==> src/rtl/core_pkg.sv <==
// Shared types and constants for the destination-side result pipeline.
//   stage_info_t : per-stage record (rd, wenb, load, csr, result)
//   BUBBLE       : empty stage contents (no write, no type flags)
//   X0           : hard-wired zero register index
//   ld_state_t   : status of the instruction currently in MEM with respect
//                  to outstanding load data
package core_pkg;

    localparam int unsigned CORE_XLEN = 32;

    localparam logic [4:0] X0 = 5'd0;

    typedef struct packed {
        logic [4:0]           rd;
        logic                 wenb;
        logic                 load;
        logic                 csr;
        logic [CORE_XLEN-1:0] result;
    } stage_info_t;

    localparam stage_info_t BUBBLE = '{
        rd:     X0,
        wenb:   1'b0,
        load:   1'b0,
        csr:    1'b0,
        result: '0
    };

    typedef enum logic [1:0] {
        LD_IDLE,   // MEM does not hold a load
        LD_WAIT,   // load in MEM, data not yet returned: freeze
        LD_DONE    // load in MEM, data valid this cycle: advance
    } ld_state_t;

    // x0 is never tracked as a written destination.
    function automatic logic wenb_capture(input logic       valid,
                                          input logic       wenb,
                                          input logic [4:0] rd);
        return valid & wenb & (rd != X0);
    endfunction

endpackage

==> src/rtl/stage_reg.sv <==
// Pipeline stage register with freeze and bubble control.
//   clk, rst_n : clock, asynchronous active-low reset (clears to CLEAR_VAL)
//   hold       : keep current contents (wins over bubble)
//   bubble     : load CLEAR_VAL instead of d
//   d, q       : stage contents in / out
module stage_reg
    import core_pkg::*;
#(
    parameter type T         = stage_info_t,
    parameter T    CLEAR_VAL = BUBBLE
) (
    input  logic clk,
    input  logic rst_n,
    input  logic hold,
    input  logic bubble,
    input  T     d,
    output T     q
);

    always_ff @(posedge clk or negedge rst_n) begin
        if (!rst_n) begin
            q <= CLEAR_VAL;
        end else if (hold) begin
            q <= q;
        end else if (bubble) begin
            q <= CLEAR_VAL;
        end else begin
            q <= d;
        end
    end

endmodule

==> src/rtl/rd_result_pipe.sv <==
// Destination-side pipeline tracker: carries rd / write-enable / type flags /
// result from DEC through EXE, MEM and WRB for the bypass/stall unit, drives
// the register-file write port, and freezes the pipe while a load in MEM
// waits for its data.
//   Inputs : clk, rst_n, dec_valid, dec_stall, pipe_flush, dec_rd,
//            dec_rd_wenb, dec_load, dec_csr, exe_alu_result, mem_csr_rdata,
//            dmem_rvalid, dmem_rdata
//   Outputs: exe/mem/wrb _rd, _rd_wenb, _result; exe_load, exe_csr;
//            pipe_hold; rf_wenb, rf_waddr, rf_wdata; hold_cycles
module rd_result_pipe
    import core_pkg::*;
#(
    parameter int unsigned XLEN = CORE_XLEN
) (
    input  logic            clk,
    input  logic            rst_n,
    input  logic            dec_valid,
    input  logic            dec_stall,
    input  logic            pipe_flush,
    input  logic [4:0]      dec_rd,
    input  logic            dec_rd_wenb,
    input  logic            dec_load,
    input  logic            dec_csr,
    input  logic [XLEN-1:0] exe_alu_result,
    input  logic [XLEN-1:0] mem_csr_rdata,
    input  logic            dmem_rvalid,
    input  logic [XLEN-1:0] dmem_rdata,
    output logic [4:0]      exe_rd,
    output logic [4:0]      mem_rd,
    output logic [4:0]      wrb_rd,
    output logic            exe_rd_wenb,
    output logic            mem_rd_wenb,
    output logic            wrb_rd_wenb,
    output logic [XLEN-1:0] exe_result,
    output logic [XLEN-1:0] mem_result,
    output logic [XLEN-1:0] wrb_result,
    output logic            exe_load,
    output logic            exe_csr,
    output logic            pipe_hold,
    output logic            rf_wenb,
    output logic [4:0]      rf_waddr,
    output logic [XLEN-1:0] rf_wdata,
    output logic [31:0]     hold_cycles
);

    stage_info_t e_d, e_q;
    stage_info_t m_d, m_q;
    stage_info_t w_d, w_q;
    ld_state_t   ld_state;
    logic        e_bubble;

    // Load-wait status depends only on MEM contents and dmem_rvalid, so
    // pipe_hold has no combinational path from any dec_* input.
    always_comb begin
        ld_state = LD_IDLE;
        if (m_q.load) begin
            ld_state = dmem_rvalid ? LD_DONE : LD_WAIT;
        end
    end

    assign pipe_hold = (ld_state == LD_WAIT);

    // DEC -> EXE. Stall, flush and empty DEC all collapse to a bubble; the
    // stage register gives hold priority, so these are ignored while frozen.
    assign e_bubble = dec_stall | pipe_flush | ~dec_valid;

    always_comb begin
        e_d        = BUBBLE;
        e_d.rd     = dec_rd;
        e_d.wenb   = wenb_capture(dec_valid, dec_rd_wenb, dec_rd);
        e_d.load   = dec_load;
        e_d.csr    = dec_csr;
        e_d.result = '0;
    end

    // EXE -> MEM: the ALU result is only available combinationally in EXE.
    always_comb begin
        m_d        = e_q;
        m_d.result = exe_alu_result;
    end

    always_comb begin
        mem_result = m_q.result;
        if (m_q.load) begin
            mem_result = dmem_rdata;
        end else if (m_q.csr) begin
            mem_result = mem_csr_rdata;
        end
    end

    // MEM -> WRB takes the muxed result; WRB is refilled with a bubble while
    // MEM is frozen, so the stall never duplicates a register write.
    always_comb begin
        w_d        = m_q;
        w_d.result = mem_result;
    end

    stage_reg #(.T(stage_info_t), .CLEAR_VAL(BUBBLE)) u_exe_stage (
        .clk    (clk),
        .rst_n  (rst_n),
        .hold   (pipe_hold),
        .bubble (e_bubble),
        .d      (e_d),
        .q      (e_q)
    );

    stage_reg #(.T(stage_info_t), .CLEAR_VAL(BUBBLE)) u_mem_stage (
        .clk    (clk),
        .rst_n  (rst_n),
        .hold   (pipe_hold),
        .bubble (1'b0),
        .d      (m_d),
        .q      (m_q)
    );

    stage_reg #(.T(stage_info_t), .CLEAR_VAL(BUBBLE)) u_wrb_stage (
        .clk    (clk),
        .rst_n  (rst_n),
        .hold   (1'b0),
        .bubble (pipe_hold),
        .d      (w_d),
        .q      (w_q)
    );

    always_ff @(posedge clk or negedge rst_n) begin
        if (!rst_n) begin
            hold_cycles <= '0;
        end else if (pipe_hold && (hold_cycles != '1)) begin
            hold_cycles <= hold_cycles + 32'd1;
        end
    end

    assign exe_rd      = e_q.rd;
    assign exe_rd_wenb = e_q.wenb;
    assign exe_load    = e_q.load;
    assign exe_csr     = e_q.csr;
    assign exe_result  = exe_alu_result;

    assign mem_rd      = m_q.rd;
    assign mem_rd_wenb = m_q.wenb;

    assign wrb_rd      = w_q.rd;
    assign wrb_rd_wenb = w_q.wenb;
    assign wrb_result  = w_q.result;

    assign rf_wenb     = w_q.wenb;
    assign rf_waddr    = w_q.rd;
    assign rf_wdata    = w_q.result;

    // Fields carried for a uniform stage record but never consumed here.
    logic unused_fields;
    assign unused_fields = ^{e_q.result, w_q.load, w_q.csr};

endmodule

==> config.mk <==
export PLATFORM = sky130hd
export DESIGN_NAME = rd_result_pipe
export DESIGN_NICKNAME = d
export VERILOG_FILES = /design/src/rtl/core_pkg.sv /design/src/rtl/stage_reg.sv /design/src/rtl/rd_result_pipe.sv
export SDC_FILE = /design/constraint.sdc
export NUM_CORES = 1
export LEC_CHECK = 0
export CORE_UTILIZATION = 36
export DETAILED_ROUTE_END_ITERATION = 8
export PLACE_DENSITY_LB_ADDON = 0.05
export RECOVER_POWER = 100
export SLEW_MARGIN = 0
export SYNTH_ARGS = -nofsm -noshare
export SYNTH_HDL_FRONTEND = slang
export SYNTH_SLANG_ARGS = --single-unit
export TNS_END_PERCENT = 5
==> constraint.sdc <==
create_clock -name clk -period 1.87 [get_ports clk]
set_clock_uncertainty 0.05 [all_clocks]
set_input_delay 0.374 -clock clk [delete_from_list [all_inputs] [get_ports clk]]
set_output_delay 0.374 -clock clk [all_outputs]
set_load 0.02 [all_outputs]
==> run_results.csv <==
group,metric,value,unit
drt,wl_per_cell,16.3,µm
grt,track_usage,22.6,%
synthesis,ys_types,32,
synthesis,yosysWarnings,0,
synthesis,syn_area_per_cell,9.69,µm²
cts,clk_pin_slew,0.05,ns
finish,drive_above_1_share,17.1,%
synthesis,ys_seq_area_share,51.4,%
grt,grt_pass1_vias,5174,
floorplanning,placementRows,45,
flow_run,drv_cap,0,
cts,cts_buffers,17,
place,place_inst,1080,
finish,most-common-layout-cells,"159 x nand2_1, 154 x clkdlybuf4s50_1, 106 x dfrtp_1, 72 x buf_4, 62 x dlygate4sd2_1",
power_and_ir_drop,power.density,880,nW/µm²
power_and_ir_drop,peakVddDrop,564,µV
place,io_buffers,296,
cts,clock_path_buffers,2,
drt,wl,18200,µm
sta,final.min_clock_period,2.04,ns
grt,grt_max_degree,60,
place,gp_congestion,0.815,
sta,setup_ws,-0.165,ns
floorplanning,start_util,37.4,%
critical_path,cp.required,1.45,ns
finish,nets,1001,
cts,cts.sink_count,118,
worst_hold_path,hold_path_class,"reg2reg",
sta,worstMarginPinSlew,0.895,ns
cts,cts_tree,"done",
finish,final_area,9350,µm²
place,placed_cell_area,9010,µm²
finish,n_antenna_cell,0,
cts,insertion_delay,0.41,ns
sta,max_slew_margin,40.3,%
floorplanning,die-area,16500,µm²
status,violations,"setup timing",
place,hpwl,13700,µm
finish,layout_commonest_cell,"nand2_1",
drt,via_per_inst,4.57,
sta,fin_crit_sh,109,%
floorplanning,fp.dieW,128,µm
floorplanning,fp.dieH,128,µm
synthesis,syn_area,5750,µm²
cts,cts-root-buf,"clkbuf_16",
sta,rsz0062_at_grt,"yes",
sta,fmax,491,MHz
sta,slew_violations,0,
synthesis,netlist_instances,593,
critical_path,cp_max_fo,6,
finish,final_cells,1114,
drt,dr_total_vias,5086,
status,status,"finished with violations",
grt,grt_overflow,0,
critical_path,critPathLaunchType,"register",
finish,fillers,1388,
floorplanning,core,15400,µm²
drt,drt-initial-drc-count,242,
drt,drc,0,
finish,area_delta_synth_final,62.6,%
sta,finalHoldViolCount,0,
cts,htree_levels,4,
synthesis,ys_ff_latch,118,
drt,first_pass_iters,4,
power_and_ir_drop,p_leak,4.31,nW
critical_path,path_class,"reg2out",
critical_path,critPathArrivalTime,1.61,ns
critical_path,cp-end-kind,"primary output",
sta,timing.hold.ws,0.412,ns
grt,antenna_found_initial,0,
synthesis,syn_nets,704,
floorplanning,io_pins,297,
grt,grt_pass1_wl,28000,µm
sta,setup_viol,37,
drt,ant_nets,0,
-- per-layer routing --
metal | GRT usage (%) | wire length [µm]
met1 | 27.4 | 7480
met2 | 39.7 | 9420
met3 | 5.11 | 997
met4 | 7.13 | 252
met5 | 0 | 0
-- cell families (layout without fill, tap and decap cells) --
logic type      after synthesis  after routing  synth area share, %
compound gates               46             46                 4.66
xor+xnor                     29             29                 4.42
fa+ha+maj                     1              1                0.218
buf+inv                     103            413                 11.7
flops                       118            118                 51.4
mux                          33             33                 5.77
simple gates                263            263                 21.8
-- layout make-up --
class                   instances  area (µm²)  share of cell area [%]
repair buffers                380        3320                    35.6
flip-flops and latches        118        2970                    31.8
multi-input cells             372        2160                    23.1
clock buffers                  23         478                    5.11
well taps                     211         264                    2.82
clock inverters                 9         148                    1.58
inverters                       1        5.00                  0.0535
-- power breakdown --
part | switching [W] | internal, W | leakage, nW
Sequential | 0.000134 | 0.00275 | 1.48
Clock | 0.00111 | 0.00233 | 0.307
Combinational | 0.000990 | 0.000917 | 2.52
Total | 0.00223 | 0.00599 | 4.31
-- cells in the mapped netlist --
cell        n  area [µm²]
a211o_1     1        8.76
a21oi_1     1        5.00
a22o_1      7        61.3
a31oi_1     2        12.5
a32o_1      1        10.0
and2_1     39         244
and3_1     13        81.3
and4_1      5        43.8
buf_2       4        20.0
buf_4      75         563
clkbuf_1   23        86.3
dfrtp_1   118        2950
ha_1        1        12.5
inv_2       1        3.75
mux2_2      1        11.3
mux2i_1    32         320
nand2_1   160         601
nand2b_1    2        12.5
nand3_1    13        65.1
nand3_2     2        20.0
nand4_1     9        56.3
nor2_1      9        33.8
nor3_1      5        25.0
nor4_2      1        12.5
nor4_4      1        21.3
nor4b_2     1        15.0
o21ai_0    34         170
or2_0       1        6.26
or3_1       1        6.26
or4_4       1        11.3
xnor2_1    22         193
xor2_1      7        61.3
-- through the flow --
stage	TNS (ns)	util [%]	total power [W]	setup WS [ns]
3_3_place_gp	-15.76	58.6	0.00496	-0.515
4_1_cts	-6.43	62.4	0.00838	-0.251
6_report	-3.19	60.8	0.00823	-0.165
3_5_place_dp	-16.57	58.6	0.00498	-0.538
5_1_grt	-13.29	60.8	0.00856	-0.241
2_1_floorplan	0	-	0.00389	0.00648
-- registers in the layout, indices dropped and copies added (netlist names) --
signal,flops
u_exe_stage.q,8
u_wrb_stage.q,38
hold_cycles,32
u_mem_stage.q,40
-- critical path, stage by stage (launching register included) --
cell and delay [ns]:
dfrtp_2 0.48, buf_12 0.18, mux2i_1 0.13, o21ai_2 0.25, buf_6 0.16
-- path summary, 6_finish.rpt --
check | from | endpoint | slack [ns] | cells after the start
min reg2reg | u_mem_stage.q[13]$_DFFE_PN0N_ | u_mem_stage.q[13]$_DFFE_PN0N_ | 0.41 | 2
max reg2reg | hold_cycles[15]$_DFFE_PN0P_ | hold_cycles[16]$_DFFE_PN0P_ | -0.02 | 6
min in group asynchronous | rst_n | u_mem_stage.q[36]$_DFFE_PN0N_ | 0.64 | 3
min | u_mem_stage.q[13]$_DFFE_PN0N_ | u_mem_stage.q[13]$_DFFE_PN0N_ | 0.41 | 2
max in group asynchronous | rst_n | u_mem_stage.q[32]$_DFFE_PN0N_ | 0.42 | 3
max | u_mem_stage.q[32]$_DFFE_PN0N_ | mem_result[28] | -0.17 | 4
-- timing repair --
action / in CTS / in global routing
pin swaps: 0 / 4
buffers inserted: 2 / 1
hold buffers: 1 / 0
cloned: 2 / 0
endpoints found under the hold margin: 118 / 0
setup endpoints to repair: 103 / 58
gates resized for setup: 290 / 29
Note: power is estimated with default switching activity, not from simulation.
